### src/rtl/spart_rx.sv
// spart_rx: RS232 receiver, 8N1, 16x oversampling.
//   clk      system clock, all logic on its rising edge
//   rst      asynchronous active-low reset
//   br_cfg   baud select (00=4800, 01=9600, 10=19200, 11=38400)
//   rxd      serial line, idle high, asynchronous to clk
//   rd_ack   one-cycle acknowledge of the held byte
//   rx_data  last received byte
//   rda      received data available
//   ferr     framing error on the held byte
//   oerr     an unacknowledged byte was overwritten (sticky until ack)
//   busy     receiver is inside a frame
module spart_rx #(
   parameter int unsigned SYNC_STAGES = 2,
   parameter int unsigned DIV_4800    = 1302,
   parameter int unsigned DIV_9600    = 651,
   parameter int unsigned DIV_19200   = 326,
   parameter int unsigned DIV_38400   = 163
) (
   input  logic       clk,
   input  logic       rst,
   input  logic [1:0] br_cfg,
   input  logic       rxd,
   input  logic       rd_ack,
   output logic [7:0] rx_data,
   output logic       rda,
   output logic       ferr,
   output logic       oerr,
   output logic       busy
);

   // Divisors up to 65535 are supported.
   localparam int unsigned CW = 16;

   typedef enum logic [1:0] {IDLE, START, DATA, STOP} state_t;

   state_t                 state;
   logic [SYNC_STAGES-1:0] sync_q;
   logic                   rxs;
   logic [CW-1:0]          sel_div;
   logic [CW-1:0]          div_q;
   logic [CW-1:0]          tick_cnt;
   logic                   tick;
   logic [3:0]             tck;
   logic [2:0]             bit_idx;
   logic [7:0]             shreg;
   logic                   wait_hi;

   always_ff @(posedge clk or negedge rst) begin
      if (!rst) sync_q <= '1;
      else      sync_q <= {sync_q[SYNC_STAGES-2:0], rxd};
   end

   assign rxs = sync_q[SYNC_STAGES-1];

   always_comb begin
      sel_div = CW'(DIV_9600);
      case (br_cfg)
         2'b00:   sel_div = CW'(DIV_4800);
         2'b01:   sel_div = CW'(DIV_9600);
         2'b10:   sel_div = CW'(DIV_19200);
         default: sel_div = CW'(DIV_38400);
      endcase
   end

   assign tick = (state != IDLE) && (tick_cnt == '0);
   assign busy = (state != IDLE);

   always_ff @(posedge clk or negedge rst) begin
      if (!rst) begin
         state    <= IDLE;
         div_q    <= '0;
         tick_cnt <= '0;
         tck      <= '0;
         bit_idx  <= '0;
         shreg    <= '0;
         wait_hi  <= 1'b0;
         rx_data  <= '0;
         rda      <= 1'b0;
         ferr     <= 1'b0;
         oerr     <= 1'b0;
      end else begin
         // Acknowledge; a byte completing in the same cycle overrides below.
         if (rd_ack && rda) begin
            rda  <= 1'b0;
            ferr <= 1'b0;
            oerr <= 1'b0;
         end

         case (state)
            IDLE: begin
               // After a frame whose stop sample was low (e.g. a break),
               // the line must return high before a new start is accepted.
               if (rxs) wait_hi <= 1'b0;
               if (!rxs && !wait_hi) begin
                  state    <= START;
                  div_q    <= sel_div;
                  tick_cnt <= sel_div - CW'(1);
                  tck      <= '0;
                  bit_idx  <= '0;
               end
            end
            default: begin
               if (tick) tick_cnt <= div_q - CW'(1);
               else      tick_cnt <= tick_cnt - CW'(1);

               if (tick) begin
                  case (state)
                     START: begin
                        if (tck == 4'd7) begin
                           tck   <= '0;
                           state <= rxs ? IDLE : DATA;
                        end else begin
                           tck <= tck + 4'd1;
                        end
                     end
                     DATA: begin
                        // tck wraps 15 -> 0, so STOP starts with tck cleared.
                        tck <= tck + 4'd1;
                        if (tck == 4'hF) begin
                           shreg   <= {rxs, shreg[7:1]};
                           bit_idx <= bit_idx + 3'd1;
                           if (bit_idx == 3'd7) state <= STOP;
                        end
                     end
                     default: begin
                        tck <= tck + 4'd1;
                        if (tck == 4'hF) begin
                           state   <= IDLE;
                           rx_data <= shreg;
                           rda     <= 1'b1;
                           ferr    <= ~rxs;
                           oerr    <= rda & ~rd_ack;
                           wait_hi <= ~rxs;
                        end
                     end
                  endcase
               end
            end
         endcase
      end
   end

endmodule

### config.mk
export PLATFORM = sky130hd
export DESIGN_NAME = spart_rx
export DESIGN_NICKNAME = d
export VERILOG_FILES = /design/src/rtl/spart_rx.sv
export SDC_FILE = /design/constraint.sdc
export NUM_CORES = 1
export LEC_CHECK = 0
export CAP_MARGIN = 5
export CORE_MARGIN = 4
export CORE_UTILIZATION = 59
export DETAILED_ROUTE_END_ITERATION = 6
export PLACE_DENSITY = 0.8
export SYNTH_ARGS = -nofsm -noshare
export SYNTH_HDL_FRONTEND = slang
export SYNTH_SLANG_ARGS = --single-unit
### constraint.sdc
create_clock -name clk -period 3.4 [get_ports clk]
set_clock_uncertainty 0.2 [all_clocks]
set_input_delay 1.02 -clock clk [delete_from_list [all_inputs] [get_ports clk]]
set_output_delay 1.02 -clock clk [all_outputs]
set_load 0.05 [all_outputs]
After elaboration in Yosys (flattened, before gate mapping). Cells that the tools add are included.

Register bits: 63. Input bits: 6. Logic and storage cells: 99.

Add/sub/neg operators: 5. Reductions and logical operators: 21. Equal/unequal tests: 13. Muxes and demuxes: 43. Bitwise gates (word level): 5.

Operator list (count): two-way mux 16 bit (3); subtractor 16 x 1 -> 16 bit (second input constant) (3); one-hot mux 11 bit (3 select lines) (1); two-way mux 1 bit (20); two-way mux 4 bit (5); zero test 16 bit (1); two-way mux 2 bit (8); AND reduction 4 bit (4); two-way mux 3 bit (5); != test 3 x 2 -> 1 bit (second input constant) (3); nonzero test 2 bit (4); AND reduction 6 bit (1); adder 4 x 1 -> 4 bit (second input constant) (1); == test 2 x 1 -> 1 bit (second input constant) (2); == test 2 bit (second input constant) (2); == test 4 x 3 -> 1 bit (second input constant) (1); == test 4 bit (second input constant) (1); zero test 2 bit (2); != test 2 bit (second input constant) (2); NOT 1 bit (4); one-hot mux 2 bit (2 select lines) (1); AND reduction 2 bit (2); adder 3 x 1 -> 3 bit (second input constant) (1); == test 3 bit (second input constant) (1); other kinds (6) (9).

Logic depth before layout (Yosys ltp).
Depth in word-level cells: 6. Mapped depth: 14.

Least setup slack after synthesis. OpenSTA, ideal clock, no wires.

Path kind: flip-flop to flip-flop. Start: register state[0]. End: register tick_cnt[12]. Buffers on the path: 2. Period minus slack after synthesis: 3.049 ns. Stages on the path, launching flop included: 15. Arrival time: 2.770 ns. Slack: 0.351 ns. Library setup time: 0.079 ns. Cells stage by stage: dfrtp_1 inv_1 ha_1 clkbuf_1 nor3_1 nand4_1 clkbuf_1 nor2_2 a21oi_1 ha_1 nand2b_1 nor4b_1 o211ai_1 nor3_1 mux2i_1.

Word-level cells in the longest chain between the ends: 4. Elaborated cells on any way between the ends: 6. Classes of those cells: eq/ne (1); mux (2); reduce/logical (3).

Ends and longest elaborated chain: start, declared (RTL line 36) `state_t state;`; start signal, assigned (RTL line 111) `state <= rxs ? IDLE : DATA;`; nonzero test 2 bit (RTL line 65) `assign tick = (state != IDLE) && (tick_cnt == '0);`; logical AND 1 bit (RTL line 65); two-way mux 16 bit (RTL line 103) `if (tick) tick_cnt <= div_q - CW'(1);`; two-way mux 16 bit (RTL line 89) `case (state)`; end signal, assigned (RTL line 97) `tick_cnt <= sel_div - CW'(1);`; end signal, assigned (RTL line 103); end signal, assigned (RTL line 104) `else tick_cnt <= tick_cnt - CW'(1);`; end, declared (RTL line 41) `logic [CW-1:0] tick_cnt;`.

Parallel ways exist; a longest one is shown, timed or not. A chain may end at the register's enable or synchronous reset.

Worst setup path in the final report.
Start: register state[0]. End: output port busy.

Word-level cells in the longest chain between the ends: 1.

Ends and longest elaborated chain: nonzero test 2 bit (RTL line 66) `assign busy = (state != IDLE);`; end, declared (RTL line 28) `output logic busy`.

No other way between the ends.

==> metrics.cfg <==
[synthesis]
ys.flop_type = dfrtp_1
ys_warn_count = 0
netlist_area_mm2 = 0.002848
yosysUniqueCellTypes = 49
syn_avg_cell_area_um2 = 9.854
syn-num-nets = 303
syn_inst = 289
ys_ff_latch = 54
async_flop_share = 1.000
synth_edf_count = 0
ys_seq_area_frac = 0.4754

[placed_design]
hpwl_um = 4247
portBuffers = 17
gp_congestion = 0.9658

[critical_path]
slowest_delay_ps = 430
crit_path_top_delay_cell = dfrtp_1
path_class = reg2out
required_ps = 2180
worstReg2RegStart = state[0]
crit_path_end_kind = primary output
critPathMaxFanout = 24
crit_start = state[0]
path_cells = inv_1 > ha_1 > buf_4 > clkinv_1 > buf_4 > buf_4
worstSetupStartpointType = flop
crit_top_cell = buf_4
crit_arrival_ps = 1810

[sta]
rsz0062_at_grt = no
max_freq_mhz = 330.3
min_period_ps = 3027
tightest_slew_ps = 890.6
setup-violations-final = 0
slew_headroom = 0.4008
finalCritPeriodShare = 0.8904
finalHoldViolCount = 0
tns_ps = 0
drv_slew = 0
hold_ws_ps = 163.6

[worst_hold_path]
hp-class = reg2reg
min-delay-start = sync_q[0]

[drt]
wl_per_cell_um = 17.20
drc = 0
vias_per_cell = 6.340
vias = 2314
wirelength_um = 6278
dr.first_iter.drc_count = 297
ant_nets = 0
dr.pass1.iters = 6

[clock_tree]
h-tree-depth = 2
cts-root-buf = clkbuf_8
ctsLongestPathBuffers = 2
cts_hold_buf = 0
clock_sinks = 54
insertion_delay_ps = 310
clk_pin_slew_worst_paths_ps = 100
cts_resized = 0
cts_inserted_buffers = 5
cts_setup_buffers = 0
cts_tree = yes

[die]
rows = 25
io_pins = 18
core_area_mm2 = 0.004692
dieHeight_um = 77.48
dieArea_mm2 = 0.006002
die_w_um = 77.48
start_util = 0.6069

[pwr]
p_total_mw = 1.928
p_per_area_mw_per_mm2 = 597.3
ir_drop_mv = 0.4212
power_leakage_nw = 1.476

[grt]
overflow = 0
antenna_found_initial = 0
grt_start_max_net_pins = 55
gr-usage-all-layers = 0.2246
grt_pass1_wl_um = 10780
first_global_vias = 2167

[layout]
fin_nets = 324
layout-drive-gt1-share = 0.1415
area_growth_pct = 13.36
diodes = 0

[flow_run]
max_cap_viol_count = 0

[outcome]
outcome = finished, final reports clean

## metal layers
| metal | GRT usage | vias to the layer above | wire length [um] |
|---|---|---|---|
| met3 | 0.04756 | 19 | 453 |
| li1 | - | 1084 | - |
| met4 | 0.08185 | 0 | 129 |
| met5 | 0 | - | 0 |
| met1 | 0.3221 | 1109 | 2881 |
| met2 | 0.3368 | 102 | 2814 |
## flip-flops by register name, summed over array words and instances, names as in the netlist
name      flops
tick_cnt     16
rx_data       8
shreg         8
div_q         7
tck           4
bit_idx       3
state         2
sync_q        2
ferr          1
oerr          1
rda           1
wait_hi       1
## final cells by class
type                            count  area (um2)
Multi-Input combinational cell    214        1400
Inverter                            9       33.78
Clock buffer                        6       82.58
Clock inverter                      2       60.06
Sequential cell                    54        1354
Fill cell                         375        1464
Tap cell                           54       67.56
Timing Repair Buffer               26       230.2
## final timing paths
kind | end | slack, ps | cells after the start
min in group asynchronous | div_q[9] | 620 | 2
worst max-delay path | busy | 370 | 6
max in group asynchronous | tick_cnt[9] | 1920 | 2
worst min register to register | sync_q[1] | 160 | 0
worst min-delay path | sync_q[1] | 160 | 0
worst max register to register | tick_cnt[12] | 510 | 13
## layout by cell type, fill, tap and decap left out, types with 7 or more instances in the layout
cell type	instances
a21oi_1	12
mux2_2	11
clkdlybuf4s50_1	15
dfrtp_1	52
a31oi_1	7
nand2_1	36
mux2i_1	11
nor2_1	19
nor3_1	13
o21ai_0	21
buf_4	10
ha_1	8
nand3_1	14
inv_1	8
## cell usage after synthesis (all sizes together) (6+ instances only)
library cell	instances	area, um2
a21oi	12	60.06
a31oi	7	43.79
clkbuf	10	37.54
dfrtp	52	1301
ha	8	100.1
inv	8	30.03
mux2	17	214.0
mux2i	11	110.1
nand2	36	135.1
nand3	14	70.07
nor2	20	77.58
nor3	15	85.08
nor4	6	37.54
o21ai	21	105.1
## stage by stage
| stage | area, um2 | utilization | cells | worst slack (ps) |
|---|---|---|---|---|
| 2_1_floorplan | 2848 | - | 289 | 350.9 |
| 3_3_place_gp | 3085 | 0.6576 | 357 | 664.8 |
| 3_5_place_dp | 3085 | 0.6576 | 357 | 523.1 |
| 4_1_cts | 3228 | 0.6880 | 365 | 395.3 |
| 5_1_grt | 3228 | 0.6880 | 365 | 221.2 |
| 6_report | 3228 | 0.6880 | 365 | 372.5 |
## power breakdown
part	leakage, nW	switching, mW	total [mW]	internal, mW
Sequential	0.704	0.138	0.877	0.738
Combinational	0.701	0.311	0.526	0.215
Clock	0.0714	0.211	0.525	0.314
Total	1.48	0.661	1.93	1.27
## worst max-delay path: cells and delay by family (launching register included)
kind | cells | cell delay, ps
buf+inv | 5 | 890
flops | 1 | 430
fa+ha+maj | 1 | 180
## cells by family (layout without fill, tap and decap cells)
kind of cell	after synthesis	in the layout	share of synthesized area
xor+xnor	4	4	0.01230
fa+ha+maj	8	8	0.03515
compound gates	61	61	0.1331
buf+inv	21	43	0.03295
mux	28	28	0.1138
simple gates	113	113	0.1973
flops	54	54	0.4754
Power figures use the tool's default switching activity.
